[config.mk]
export PLATFORM = sky130hd
export DESIGN_NAME = xccela_ctrl_bridge
export DESIGN_NICKNAME = d
export VERILOG_FILES = /design/src/rtl/xccela_bridge_pkg.sv /design/src/rtl/xccela_rx_fifo.sv /design/src/rtl/xccela_ctrl_bridge.sv
export SDC_FILE = /design/constraint.sdc
export NUM_CORES = 1
export LEC_CHECK = 0
export BUFFER_PORTS_ARGS = -buffer_cell sky130_fd_sc_hd__buf_4
export CAP_MARGIN = 20
export CORE_UTILIZATION = 55
export DETAILED_ROUTE_END_ITERATION = 10
export PLACE_DENSITY = 0.78
export SYNTH_ARGS = -nofsm -noshare
export SYNTH_HDL_FRONTEND = slang
export SYNTH_SLANG_ARGS = --single-unit
export TNS_END_PERCENT = 30
[constraint.sdc]
create_clock -name clk -period 6.4 [get_ports clk]
set_input_delay 0 -clock clk [delete_from_list [all_inputs] [get_ports clk]]
set_output_delay 0 -clock clk [all_outputs]
set_load 0.03 [all_outputs]
[src/rtl/xccela_bridge_pkg.sv]
// Shared types and constants for the Xccela/OPI PSRAM controller bridge:
// FSM states, controller command codes and AXI response codes.
package xccela_bridge_pkg;

    typedef enum logic [1:0] {
        IDLE  = 2'd0,
        ISSUE = 2'd1,
        WRITE = 2'd2,
        READ  = 2'd3
    } bridge_state_e;

    localparam logic [7:0] CMD_INIT = 8'h00;
    localparam logic [7:0] CMD_GRST = 8'h80;
    localparam logic [7:0] CMD_MRW  = 8'h01;
    localparam logic [7:0] CMD_MRR  = 8'h02;
    localparam logic [7:0] CMD_WR   = 8'h04;
    localparam logic [7:0] CMD_RD   = 8'h08;

    localparam logic [1:0] RESP_OKAY   = 2'b00;
    localparam logic [1:0] RESP_SLVERR = 2'b10;

    // core = {~rw_n, target, ~type, 3'b000, gb_rst, mem_init}
    function automatic logic [7:0] encode_cmd(input logic [7:0] core);
        logic [7:0] cmd;
        case (core)
            8'hC1:   cmd = CMD_INIT;
            8'hC2:   cmd = CMD_GRST;
            8'hC0:   cmd = CMD_MRW;
            8'h40:   cmd = CMD_MRR;
            8'h80:   cmd = CMD_WR;
            8'h00:   cmd = CMD_RD;
            default: cmd = CMD_INIT;
        endcase
        return cmd;
    endfunction

endpackage

[src/rtl/xccela_rx_fifo.sv]
// Synchronous read-data FIFO; absorbs controller read bursts while the AXI
// read channel is back-pressured. DEPTH must be a power of 2.
module xccela_rx_fifo #(
    parameter int DATA_W = 16,
    parameter int DEPTH  = 8
) (
    input  logic              clk,
    input  logic              reset_n,
    input  logic              push,
    input  logic [DATA_W-1:0] din,
    input  logic              pop,
    output logic              full,
    output logic              empty,
    output logic [DATA_W-1:0] dout
);
    localparam int AW = $clog2(DEPTH);
    localparam logic [AW:0] FULL_CNT = (AW+1)'(DEPTH);

    logic [DATA_W-1:0] mem_q [DEPTH];
    logic [AW-1:0]     wr_ptr_q;
    logic [AW-1:0]     rd_ptr_q;
    logic [AW:0]       count_q;
    logic              wr_en;
    logic              rd_en;

    assign full  = (count_q == FULL_CNT);
    assign empty = (count_q == '0);
    assign rd_en = pop & ~empty;
    // A push into a full FIFO is only taken when the head leaves the same cycle.
    assign wr_en = push & (~full | rd_en);
    assign dout  = mem_q[rd_ptr_q];

    always_ff @(posedge clk or negedge reset_n) begin
        if (!reset_n) begin
            wr_ptr_q <= '0;
            rd_ptr_q <= '0;
            count_q  <= '0;
        end else begin
            if (wr_en) wr_ptr_q <= wr_ptr_q + 1'b1;
            if (rd_en) rd_ptr_q <= rd_ptr_q + 1'b1;
            if (wr_en && !rd_en)      count_q <= count_q + 1'b1;
            else if (rd_en && !wr_en) count_q <= count_q - 1'b1;
        end
    end

    always_ff @(posedge clk) begin
        if (wr_en) mem_q[wr_ptr_q] <= din;
    end

endmodule

[src/rtl/xccela_ctrl_bridge.sv]
// Bridge from the AXI-side request/TX/RX front end to the Xccela/OPI PSRAM
// controller instruction interface, with read buffering and stall recovery.
module xccela_ctrl_bridge
    import xccela_bridge_pkg::*;
#(
    parameter int DATA_W         = 16,
    parameter int LEN_W          = 9,
    parameter int RX_FIFO_DEPTH  = 8,
    parameter int RX_ADDR_WIDTH  = 1,
    parameter int TIMEOUT_MARGIN = 20,
    localparam int MASK_W        = DATA_W / 8
) (
    input  logic                     clk,
    input  logic                     reset_n,
    input  logic                     req_valid,
    output logic                     req_ready,
    input  logic                     req_rw_n,
    input  logic                     req_target,
    input  logic                     req_type,
    input  logic                     req_gb_rst,
    input  logic                     req_mem_init,
    input  logic [LEN_W-1:0]         req_len,
    input  logic [30:0]              req_addr,
    input  logic [1:0]               req_error,
    input  logic                     req_done_request,
    input  logic [DATA_W-1:0]        tx_data,
    input  logic [MASK_W-1:0]        tx_mask,
    input  logic                     tx_valid,
    output logic                     tx_ready,
    output logic [DATA_W-1:0]        rx_data,
    output logic                     rx_valid,
    input  logic                     rx_ready,
    output logic                     rx_last,
    output logic [1:0]               rx_error,
    output logic                     rx_stall,
    output logic [RX_ADDR_WIDTH-1:0] rx_addr,
    output logic                     wr_done,
    output logic                     bd_instruction_req,
    input  logic                     bd_instruction_ready,
    output logic [7:0]               bd_command,
    output logic [31:0]              bd_address,
    output logic [LEN_W-1:0]         bd_data_len,
    output logic [DATA_W-1:0]        bd_wdata,
    output logic [MASK_W-1:0]        bd_wdata_mask,
    input  logic                     bd_wdata_ready,
    input  logic                     bd_rdata_valid,
    input  logic [DATA_W-1:0]        bd_rdata
);
    localparam int TW = LEN_W + 2;

    bridge_state_e     state_q;
    logic [30:0]       addr_q;
    logic [LEN_W-1:0]  len_q;
    logic [LEN_W-1:0]  beat_cnt_q;
    logic [LEN_W-1:0]  pop_cnt_q;
    logic [1:0]        err_q;
    logic              done_req_q;
    logic              rw_n_q;
    logic [7:0]        cmd_q;
    logic              instr_req_q;
    logic              wr_done_q;
    logic              timeout_q;
    logic              ovf_q;
    logic [TW-1:0]     tmo_cnt_q;
    logic [TW-1:0]     tmo_cnt_d;
    logic [TW-1:0]     tmo_limit;

    logic              in_read;
    logic              beat_in;
    logic              fifo_push;
    logic              fifo_pop;
    logic              fifo_full;
    logic              fifo_empty;
    logic [DATA_W-1:0] fifo_dout;
    logic              rx_fire;
    logic              tx_fire;

    assign in_read   = (state_q == READ);
    // Once stalled, late controller beats are ignored so synthetic beats stay in order.
    assign beat_in   = in_read & bd_rdata_valid & ~timeout_q;
    assign fifo_pop  = in_read & ~fifo_empty & rx_ready;
    assign fifo_push = beat_in & (~fifo_full | fifo_pop);

    assign tmo_limit = {2'b00, len_q} + TW'(TIMEOUT_MARGIN);
    assign tmo_cnt_d = (&tmo_cnt_q) ? tmo_cnt_q : tmo_cnt_q + 1'b1;

    assign req_ready = (state_q == IDLE);
    assign tx_ready  = (state_q == WRITE) & bd_wdata_ready;
    assign tx_fire   = tx_valid & tx_ready;

    assign rx_valid  = in_read & (~fifo_empty | timeout_q);
    assign rx_fire   = rx_valid & rx_ready;
    assign rx_data   = (in_read & ~fifo_empty) ? fifo_dout : '0;
    assign rx_last   = rx_valid & (pop_cnt_q == len_q);
    assign rx_error  = (ovf_q | timeout_q) ? RESP_SLVERR : err_q;
    assign rx_stall  = timeout_q;
    assign rx_addr   = addr_q[RX_ADDR_WIDTH-1:0] + pop_cnt_q[RX_ADDR_WIDTH-1:0];

    assign wr_done            = wr_done_q;
    assign bd_instruction_req = instr_req_q;
    assign bd_command         = cmd_q;
    assign bd_address         = {1'b0, addr_q};
    assign bd_data_len        = len_q;
    assign bd_wdata           = tx_data;
    assign bd_wdata_mask      = tx_mask;

    xccela_rx_fifo #(
        .DATA_W (DATA_W),
        .DEPTH  (RX_FIFO_DEPTH)
    ) u_rx_fifo (
        .clk     (clk),
        .reset_n (reset_n),
        .push    (fifo_push),
        .din     (bd_rdata),
        .pop     (fifo_pop),
        .full    (fifo_full),
        .empty   (fifo_empty),
        .dout    (fifo_dout)
    );

    always_ff @(posedge clk or negedge reset_n) begin
        if (!reset_n) begin
            state_q     <= IDLE;
            addr_q      <= '0;
            len_q       <= '0;
            beat_cnt_q  <= '0;
            pop_cnt_q   <= '0;
            err_q       <= '0;
            done_req_q  <= 1'b0;
            rw_n_q      <= 1'b0;
            cmd_q       <= '0;
            instr_req_q <= 1'b0;
            wr_done_q   <= 1'b0;
            timeout_q   <= 1'b0;
            ovf_q       <= 1'b0;
            tmo_cnt_q   <= '0;
        end else begin
            wr_done_q <= 1'b0;
            case (state_q)
                IDLE: begin
                    if (req_valid) begin
                        addr_q      <= req_addr;
                        len_q       <= req_len;
                        err_q       <= req_error;
                        done_req_q  <= req_done_request;
                        rw_n_q      <= req_rw_n;
                        cmd_q       <= encode_cmd({~req_rw_n, req_target, ~req_type, 3'b000,
                                                   req_gb_rst, req_mem_init});
                        beat_cnt_q  <= '0;
                        pop_cnt_q   <= '0;
                        instr_req_q <= 1'b1;
                        state_q     <= ISSUE;
                    end
                end
                ISSUE: begin
                    if (bd_instruction_ready) begin
                        instr_req_q <= 1'b0;
                        tmo_cnt_q   <= '0;
                        state_q     <= rw_n_q ? READ : WRITE;
                    end
                end
                WRITE: begin
                    if (tx_fire) begin
                        beat_cnt_q <= beat_cnt_q + 1'b1;
                        if (beat_cnt_q == len_q) begin
                            wr_done_q <= done_req_q;
                            state_q   <= IDLE;
                        end
                    end
                end
                READ: begin
                    if (beat_in) begin
                        tmo_cnt_q <= '0;
                    end else begin
                        tmo_cnt_q <= tmo_cnt_d;
                        if (tmo_cnt_d > tmo_limit) timeout_q <= 1'b1;
                    end
                    if (beat_in && fifo_full && !fifo_pop) ovf_q <= 1'b1;
                    // Final beat: sticky flags are cleared here so the next transfer starts clean.
                    if (rx_fire) begin
                        pop_cnt_q <= pop_cnt_q + 1'b1;
                        if (pop_cnt_q == len_q) begin
                            timeout_q <= 1'b0;
                            ovf_q     <= 1'b0;
                            state_q   <= IDLE;
                        end
                    end
                end
                default: state_q <= IDLE;
            endcase
        end
    end

endmodule

==> flow_summary.toml <==
[min_path]
hold-path-endpoint = "bd_wdata[6]"
min-delay-start = "tx_data[6]"
min_path_cells = 0
hold_class = "input port to output port"

[synthesis]
yosysMostFrequentCell = "nand2_1"
synth_area_leaders = "edfxtp_1, dfrtp_1, mux4_2, nand2_1, xnor2_1"
ys_types = 66
ys.flop_type = "edfxtp_1"
yosysSeqAreaShare_pct = 61.7
ys_warn_count = 0
synth_area_um2 = 10000
synthArstFlopShare_pct = 42.3
ys_ff_latch = 222
synth-edff-count = 128
synth_common_cells = "nand2_1, edfxtp_1, dfrtp_1"
netlist_instances = 787
synth.top_cell.area_share_pct = 38.3
synth.largest_area_cell = "edfxtp_1"
avgSynthCellArea_um2 = 12.8

[detailed_routing]
ant_nets = 0
firstDrtPassIters = 5
drtIter0Drc = 480
wl_met2_um = 11800
vias = 6895
wl_met1_um = 9790
wire_per_inst_um = 19.1
met3WireLength_um = 1310
via_per_inst = 5.61
top_layer = "met4"
drc = 0
wl_um = 23500

[sta]
drv_slew = 0
fin_crit_sh_pct = 46.1
slew_headroom_pct = 34.4
rsz0062_at_grt = "no"
timing_worst_slew_pin_value_ns = 0.984
setup_viol = 0
setup_tns_ns = 0
max_freq_mhz = 339
fin_skew_ns = 0.0103
finalHoldViolCount = 0
fin_crit_ns = 2.95

[placement]
place_area_um2 = 11200
port_buffers = 142
gp_congestion = 0.885
place_hpwl_um = 13600

[outcome]
status = "complete, no violations"

[global_routing]
antenna_found_initial = 0
grt_pass1_vias = 7088
track_usage_pct = 26.1
overflow = 0
grt_max_degree = 77
grt_pass1_wl_um = 37200

[power]
vdd_ir_drop_max_v = 0.000358
power_density_nw_per_um2 = 440
leakage_nw = 5.26

[critical_path]
crit_buf_inv = 1
arrival_ns = 3.15
path_cells = "and2_1, o311a_1, nand2_1, nor2_1, buf_4"
critPathKind = "flop to flop"
cp_top_family = "simple AND/OR/NAND/NOR gates"
required_ns = 6.60
r2r_start = "state_q[1]$_DFFE_PN0P_"
ff2ff_setup_slack_ns = 3.45
end_kind = "flop"
r2r_cells = 5
slowest_delay_ns = 0.62
cp_max_fo = 13
r2r-end = "u_rx_fifo.mem_q[7][9]$_DFFE_PP_"
worst_setup_path_start_kind = "flop"
crit_slowest_cell = "nor2_1"

[cells_and_area]
antenna_cells = 0
drive_gt1_share_pct = 23.5
postLayoutCellArea_um2 = 12700
syn_to_final_growth_pct = 26.3
nets = 1094

[floorplan]
rows = 49
core_area_um2 = 17900
pin_count = 183
die_h_um = 137
dieArea_um2 = 18800
start_util_pct = 56.1
die_w_um = 137

[clocking]
clk_latency_ns = 0.51
ctsResizeCount = 0
cts.sinks = 222
htreeDepth = 1
clock_path_buffers = 3
clk_pin_slew_ns = 0.06
cts_buffers = 23
cts_tree = "yes"
clockRootBuffer = "clkbuf_16"

[flow_run]
drv_cap = 0
[cell type report]
cell class                 count  area [µm²]
clock buffer                  32         619
clock inverter                10         129
fill                        1157        5220
inverter                      10        37.5
multi-input combinational    498        3490
sequential                   222        6200
tap                          229         287
timing repair buffer         229        1920
[metrics by stage]
step / hold slack (ns) / power, W / std cells / setup slack [ns] / util, %
after floorplan: -0.296 / 0.00352 / 790 / 3.71 / -
after global placement: -0.120 / 0.00413 / 1113 / 3.57 / 62.4
after detailed placement: -0.117 / 0.00417 / 1113 / 3.50 / 62.4
after CTS: 0.000205 / 0.00556 / 1229 / 3.45 / 70.7
after global routing: 0.0000800 / 0.00586 / 1230 / 3.22 / 70.8
final: 0.0000132 / 0.00558 / 1230 / 3.45 / 70.8
[worst max-delay path by stage]
stage	from	endpoint	slack [ns]	cells after the start
final	state_q[1]$_DFFE_PN0P_	u_rx_fifo.mem_q[7][9]$_DFFE_PP_	3.45	5
after floorplan	rx_stall$_DFFE_PN0P_	u_rx_fifo.mem_q[0][0]$_DFFE_PP_	3.71	4
after global placement	state_q[0]$_DFFE_PN0P_	u_rx_fifo.mem_q[1][7]$_DFFE_PP_	3.57	5
after detailed placement	state_q[1]$_DFFE_PN0P_	u_rx_fifo.mem_q[7][8]$_DFFE_PP_	3.50	5
after CTS	state_q[0]$_DFFE_PN0P_	u_rx_fifo.mem_q[1][7]$_DFFE_PP_	3.45	5
after global routing	state_q[0]$_DFFE_PN0P_	u_rx_fifo.mem_q[1][11]$_DFFE_PP_	3.22	5
[logic make-up after synthesis]
group	count (synthesis)	synth area share, %
simple gates	294	13.1
flops	222	61.7
compound gates	82	5.55
buf+inv	70	3.80
mux	54	9.42
xor+xnor	44	3.84
fa+ha+maj	20	2.57
other cells	1	0.0374
[per-layer routing]
metal,vias to the layer above,track usage (%)
li1,3193,-
met1,3391,34.6
met2,252,43.7
met3,59,4.11
met4,0,9.16
met5,-,0
[what timing repair did]
item,in CTS,in global routing
endpoints found under the hold margin,208,0
hold buffers,74,0
buffers inserted,0,0
[power breakdown]
group	leakage (nW)	total (W)	switching (W)	internal, W
clock	0.354	0.00133	0.000535	0.000798
combinational	2.55	0.00210	0.00118	0.000915
sequential	2.36	0.00215	0.000376	0.00178
total	5.26	0.00558	0.00209	0.00349
[registers in the layout, summed over array words and instances, names as in the netlist, 2 cells and up]
register	cells
bd_data_len	9
tmo_cnt_q	11
bd_command	5
u_rx_fifo.wr_ptr_q	3
u_rx_fifo.mem_q	128
beat_cnt_q	9
u_rx_fifo.count_q	4
state_q	2
pop_cnt_q	9
addr_q	31
err_q	2
u_rx_fifo.rd_ptr_q	3
[layout by cell type, fill, tap and decap left out, drive strengths merged, types with 19 or more instances in the layout]
cell type,count
a21oi,20
buf,155
clkbuf,32
dfrtp,94
dlygate4sd3,74
edfxtp,128
ha,19
mux4,32
nand2,166
nor2,51
o21ai,26
xnor2,29
Power figures use the tool's default switching activity.
